### src/rtl/four_bit_multiplier.sv
// ---------------------------------------------------------------------------
// four_bit_multiplier
//   Sequential 4x4 unsigned shift-add multiplier. An accepted start latches
//   the operands and then one partial product is added per clock, so the
//   8-bit product appears exactly four clocks after the accepting edge,
//   together with a one-cycle done pulse. The product register holds its
//   value until the next completed operation (or reset).
//
// Ports
//   clk    in   1  rising-edge clock
//   rst_n  in   1  synchronous active-low reset (priority over everything)
//   start  in   1  operation request, accepted only while idle
//   a      in   4  multiplicand, sampled at the accepting edge only
//   b      in   4  multiplier, sampled at the accepting edge only
//   y      out  8  registered product, held until the next done
//   busy   out  1  high while an operation is in progress
//   done   out  1  one-cycle pulse coincident with a new y
// ---------------------------------------------------------------------------
module four_bit_multiplier #(
  parameter int N_BITS = 4
) (
  input  logic                  clk,
  input  logic                  rst_n,
  input  logic                  start,
  input  logic [N_BITS-1:0]     a,
  input  logic [N_BITS-1:0]     b,
  output logic [2*N_BITS-1:0]   y,
  output logic                  busy,
  output logic                  done
);

  localparam int P_BITS = 2 * N_BITS;
  localparam int CNT_W  = 3;

  typedef enum logic {
    S_IDLE = 1'b0,
    S_RUN  = 1'b1
  } state_t;

  state_t              state_q,  state_d;
  logic [P_BITS-1:0]   mcand_q,  mcand_d;
  logic [N_BITS-1:0]   mplier_q, mplier_d;
  logic [P_BITS-1:0]   acc_q,    acc_d;
  logic [CNT_W-1:0]    cnt_q,    cnt_d;
  logic [P_BITS-1:0]   y_q,      y_d;
  logic                busy_q,   busy_d;
  logic                done_q,   done_d;

  logic [P_BITS-1:0]   addend_s;
  logic [P_BITS-1:0]   sum_s;

  // Partial-product add for the current RUN step; the largest product
  // (15*15) fits in 8 bits, so no carry out is needed.
  always_comb begin
    if (mplier_q[0]) begin
      addend_s = mcand_q;
    end else begin
      addend_s = {P_BITS{1'b0}};
    end
    sum_s = acc_q + addend_s;
  end

  // Next-state logic for the controller and datapath registers.
  always_comb begin
    state_d  = state_q;
    mcand_d  = mcand_q;
    mplier_d = mplier_q;
    acc_d    = acc_q;
    cnt_d    = cnt_q;
    y_d      = y_q;
    busy_d   = busy_q;
    done_d   = 1'b0;
    case (state_q)
      S_IDLE: begin
        if (start) begin
          mcand_d  = {{(P_BITS-N_BITS){1'b0}}, a};
          mplier_d = b;
          acc_d    = {P_BITS{1'b0}};
          cnt_d    = {CNT_W{1'b0}};
          busy_d   = 1'b1;
          state_d  = S_RUN;
        end else begin
          busy_d   = 1'b0;
        end
      end
      S_RUN: begin
        acc_d    = sum_s;
        mcand_d  = {mcand_q[P_BITS-2:0], 1'b0};
        mplier_d = {1'b0, mplier_q[N_BITS-1:1]};
        cnt_d    = cnt_q + 3'd1;
        // cnt_q counts completed steps, so value 3 marks the 4th RUN edge.
        if (cnt_q == 3'(N_BITS - 1)) begin
          y_d     = sum_s;
          done_d  = 1'b1;
          busy_d  = 1'b0;
          state_d = S_IDLE;
        end else begin
          busy_d  = 1'b1;
        end
      end
      default: begin
        state_d = S_IDLE;
        busy_d  = 1'b0;
      end
    endcase
  end

  // State registers with synchronous active-low reset; reset aborts any
  // operation in flight without producing a done pulse.
  always_ff @(posedge clk) begin
    if (!rst_n) begin
      state_q  <= S_IDLE;
      mcand_q  <= {P_BITS{1'b0}};
      mplier_q <= {N_BITS{1'b0}};
      acc_q    <= {P_BITS{1'b0}};
      cnt_q    <= {CNT_W{1'b0}};
      y_q      <= {P_BITS{1'b0}};
      busy_q   <= 1'b0;
      done_q   <= 1'b0;
    end else begin
      state_q  <= state_d;
      mcand_q  <= mcand_d;
      mplier_q <= mplier_d;
      acc_q    <= acc_d;
      cnt_q    <= cnt_d;
      y_q      <= y_d;
      busy_q   <= busy_d;
      done_q   <= done_d;
    end
  end

  assign y    = y_q;
  assign busy = busy_q;
  assign done = done_q;

endmodule

### config.mk
export PLATFORM = sky130hd
export DESIGN_NAME = four_bit_multiplier
export DESIGN_NICKNAME = d
export VERILOG_FILES = /design/src/rtl/four_bit_multiplier.sv
export SDC_FILE = /design/constraint.sdc
export NUM_CORES = 1
export LEC_CHECK = 0
export BUFFER_PORTS_ARGS = -buffer_cell sky130_fd_sc_hd__buf_4
export CORE_UTILIZATION = 53
export CTS_BUF_LIST = sky130_fd_sc_hd__clkbuf_8
export DETAILED_ROUTE_END_ITERATION = 8
export PLACE_DENSITY = 0.77
export SLEW_MARGIN = 10
export SYNTH_ARGS = -nofsm -noshare
export SYNTH_HDL_FRONTEND = slang
export SYNTH_SLANG_ARGS = --single-unit
export TNS_END_PERCENT = 10
### constraint.sdc
create_clock -name clk -period 1.74 [get_ports clk]
set_input_delay 0.174 -clock clk [delete_from_list [all_inputs] [get_ports clk]]
set_output_delay 0.174 -clock clk [all_outputs]
set_load 0.02 [all_outputs]
==> impl_metrics.csv <==
group,metric,value,unit
power_and_ir_drop,pwr-share-clk,37.0,%
power_and_ir_drop,sw_frac_of_total,23.46,%
synthesis,synth_top_family_by_area,"simple AND/OR/NAND/NOR gates",
floorplan,row_count,19,
synthesis,synth_compound_area_share,17.20,%
synthesis,synth.area.top_cells,"dfxtp_1 41%, ha_1 6.9%, mux2i_1 5.5%",
power_and_ir_drop,vdd_drop_max,494.6,uV
sta,setup_viol,8,
clocking,numClockSinks,33,
floorplan,die_y,57.44,um
synthesis,synthAdderAreaFrac,8.141,%
clocking,root_buffer,"clkbuf_8",
sta,tightestPinTransition,352.9,ps
detailed_routing,totalWireLength,3.252,mm
place,portBuffers,20,
global_routing,grt_overflow,0,
setup_path,arrival,2020,ps
power_and_ir_drop,p_total,1.439,mW
detailed_routing,ant_nets,0,
sta,layout_min_cycle_time,1852,ps
synthesis,synthesis.nets,196,
detailed_routing,drt_iter0_markers,36,
floorplan,die-area,3299,um^2
floorplan,coreArea,2829,um^2
floorplan,ios,21,
sta,relSlewSlack,76.33,%
synthesis,synth.distinct_cells,33,
clocking,cts_buffers,5,
global_routing,grt_pass1_vias,1285,
synthesis,synth.mux.area_fraction,5.530,%
sta,timing.fmax,0.5399,GHz
synthesis,synth-xor-area-share,3.763,%
global_routing,grt_use_total,23.71,%
final_layout,diodes,0,
detailed_routing,drc,3,
setup_path,critical_path.top_delay_family,"adder cells",
final_layout,drive_gt1_share,26.34,%
final_layout,nFillCells,210,
power_and_ir_drop,share_comb_of_total_power,8.6,%
setup_path,path_class,"reg -> reg",
setup_path,slowest_delay,390,ps
clocking,cts_tree,"done",
sta,final-max-slew-violation-count,0,
setup_path,path_buf_inv,0,
detailed_routing,dr.pass1.iters,6,
sta,hold_viol,0,
setup_path,cp-start-kind,"register",
run_status,violations,"design-rule violations, negative setup slack",
synthesis,syn_area,1629,um^2
setup_path,slowest_stage,"fa_2",
synthesis,syn_inst,175,
setup_path,path_max_fanout,5,
setup_path,crit_path_end_kind,"register",
sta,period_share,106.4,%
final_layout,fin_util,70.50,%
synthesis,yosys.area_share.simple,22.12,%
synthesis,syn_avg_cell_area,9.309,um^2
clocking,clock_path_buffers,2,
clocking,h-tree-depth,2,
synthesis,ys_ff_latch,33,
detailed_routing,vias,1314,
final_layout,area_growth,22.43,%
final_layout,fin_nets,225,
synthesis,ys_warn_count,0,
power_and_ir_drop,internal-power,1.102,mW
setup_path,required,1910,ps
power_and_ir_drop,sequentialPowerShare,54.4,%
clocking,path_clk_slew,70,ps
run_status,status,"finished with violations",
sta,setup_ws,-112.1,ps
detailed_routing,vias_per_cell,5.568,
power_and_ir_drop,p_per_area,721.7,nW/um^2
global_routing,antenna_found_initial,0,
clocking,clk_latency,280,ps
clocking,hold_buffers,0,
sta,hold_ws,138.0,ps
global_routing,grt_pass1_wl,5.823,mm
setup_path,path_cells,"and2_4, ha_4, fa_2, a211oi_2, o21bai_1, a21oi_2, xor2_1, o21ai_1",
synthesis,ys_seq_area_share,40.55,%
detailed_routing,wire_per_inst,13.78,um
place,gp_congestion,0.9087,
global_routing,grt_max_degree,28,
place,hpwl,2.442,mm
sta,worst_clock_skew,4.310,ps
power_and_ir_drop,p_leak,0.8390,nW
sta,rsz0062_at_grt,"yes",
power_and_ir_drop,p_switching,337.7,uW
floorplan,fp.dieW,57.44,um
floorplan,initial_core_util,57.59,%
synthesis,netlist.area_leader.share,40.55,%
flow_run,cap_violations,0,
synthesis,synth.largest_area_cell,"dfxtp_1",
hold_path,worstHoldPathType,"in -> reg",
## through the flow
| step | instances | setup TNS (ps) | instance area, um^2 | setup slack [ps] |
|---|---|---|---|---|
| 2_1_floorplan | 175 | -188.6 | 1635 | -72.27 |
| 3_3_place_gp | 226 | -231.1 | 1848 | -93.25 |
| 3_5_place_dp | 226 | -809.5 | 1848 | -162.5 |
| 4_1_cts | 236 | -608.1 | 1959 | -147.9 |
| 5_1_grt | 236 | -1304 | 1994 | -197.9 |
| 6_report | 236 | -530.9 | 1994 | -112.1 |
## final timing paths
kind                                                from                       end  slack [ps]  cells after the start
worst max register to register  mplier_q[0]$_SDFFE_PN0P_         y[6]$_SDFFE_PN0P_        -110                      8
worst max-delay path            mplier_q[0]$_SDFFE_PN0P_         y[6]$_SDFFE_PN0P_        -110                      8
worst min register to register         y[5]$_SDFFE_PN0P_         y[5]$_SDFFE_PN0P_         450                      2
worst min-delay path                                b[3]  mplier_q[3]$_SDFFE_PN0P_         140                      3
## cells by family after synthesis
family | Yosys count
mux | 9
fa+ha+maj | 10
simple gates | 62
buf+inv | 10
xor+xnor | 7
flops | 33
compound gates | 44
## layer usage
| layer | vias to the layer above | part of all wire (%) | GRT usage [%] |
|---|---|---|---|
| met5 | - | 0 | 0 |
| met1 | 601 | 44 | 26.88 |
| met4 | 0 | 4.2 | 13.24 |
| met3 | 13 | 4.9 | 7.029 |
| li1 | 660 | - | - |
| met2 | 40 | 47 | 39.70 |
## power by group through the flow
| stage | registers (mW) | logic (mW) | clock network [mW] |
|---|---|---|---|
| 2_1_floorplan | 0.800 | 0.0747 | 0 |
| 3_5_place_dp | 0.800 | 0.121 | 0 |
| 4_1_cts | 0.783 | 0.124 | 0.545 |
| 5_1_grt | 0.785 | 0.140 | 0.580 |
| 6_report | 0.783 | 0.124 | 0.532 |
| 3_3_place_gp | 0.798 | 0.118 | 0 |
## Yosys cell counts
| cell type | n |
|---|---|
| o21bai_1 | 2 |
| and2_1 | 13 |
| nand2_2 | 1 |
| inv_1 | 2 |
| a22o_1 | 5 |
| a21o_1 | 1 |
| nor2b_1 | 13 |
| nand2b_1 | 1 |
| clkbuf_1 | 5 |
| o21ai_1 | 3 |
| nand3_1 | 3 |
| mux2i_1 | 9 |
| ha_1 | 9 |
| buf_4 | 1 |
| dfxtp_1 | 33 |
| a21oi_1 | 15 |
| xor2_1 | 4 |
| nand2_1 | 12 |
| o211ai_1 | 1 |
| nor3_1 | 1 |
| nor2_1 | 6 |
| o21a_1 | 1 |
| a211o_1 | 1 |
| a21o_2 | 1 |
| buf_2 | 2 |
| o21ai_0 | 11 |
| fa_1 | 1 |
| xnor2_1 | 3 |
| a21boi_2 | 1 |
| nor3b_1 | 10 |
| nor3b_2 | 1 |
| nor4bb_1 | 1 |
| a211oi_2 | 2 |
## sequential cells by signal, summed over array words and instances (netlist names)
| register | flops |
|---|---|
| acc_q | 8 |
| mcand_q | 8 |
| y | 8 |
| mplier_q | 4 |
| cnt_q | 3 |
| busy | 1 |
| done | 1 |
## area by class of cell
class                   instances  area [um^2]  area share, %
inverters                       2        7.507         0.3764
flip-flops and latches         33        663.1          33.25
multi-input cells             132        977.2          49.00
clock buffers                   5        68.82          3.450
well taps                      31        38.79          1.945
clock inverters                 3        13.76         0.6901
repair buffers                 30        225.2          11.29
## cells in the final DEF, fill, tap and decap left out, types with 2 or more instances in the layout
master    count
a211oi_2      2
a21oi_1      11
a21oi_2       4
a22o_1        5
and2_1       12
buf_4        30
clkbuf_8      5
clkinv_2      2
dfxtp_1      31
dfxtp_2       2
ha_1          7
ha_4          2
inv_1         3
mux2i_1       9
nand2_1      12
nand3_1       3
nor2_1        6
nor2b_1      13
nor3b_1      10
o21ai_0       9
o21ai_1       5
o21bai_1      2
xnor2_1       3
xor2_1        3
## worst register-to-register path: cells and delay by family (launching register included)
kind,cells,cell delay [ps]
simple gates,1,140
flops,1,330
fa+ha+maj,2,550
compound gates,4,530
xor+xnor,1,200
## repair_timing
item	CTS	global route
cloned	0	0
hold endpoints to repair	0	0
pin swaps	10	10
buffers inserted	2	0
setup endpoints to repair	8	10
resized for setup	4	7
Power figures use the tool's default switching activity.
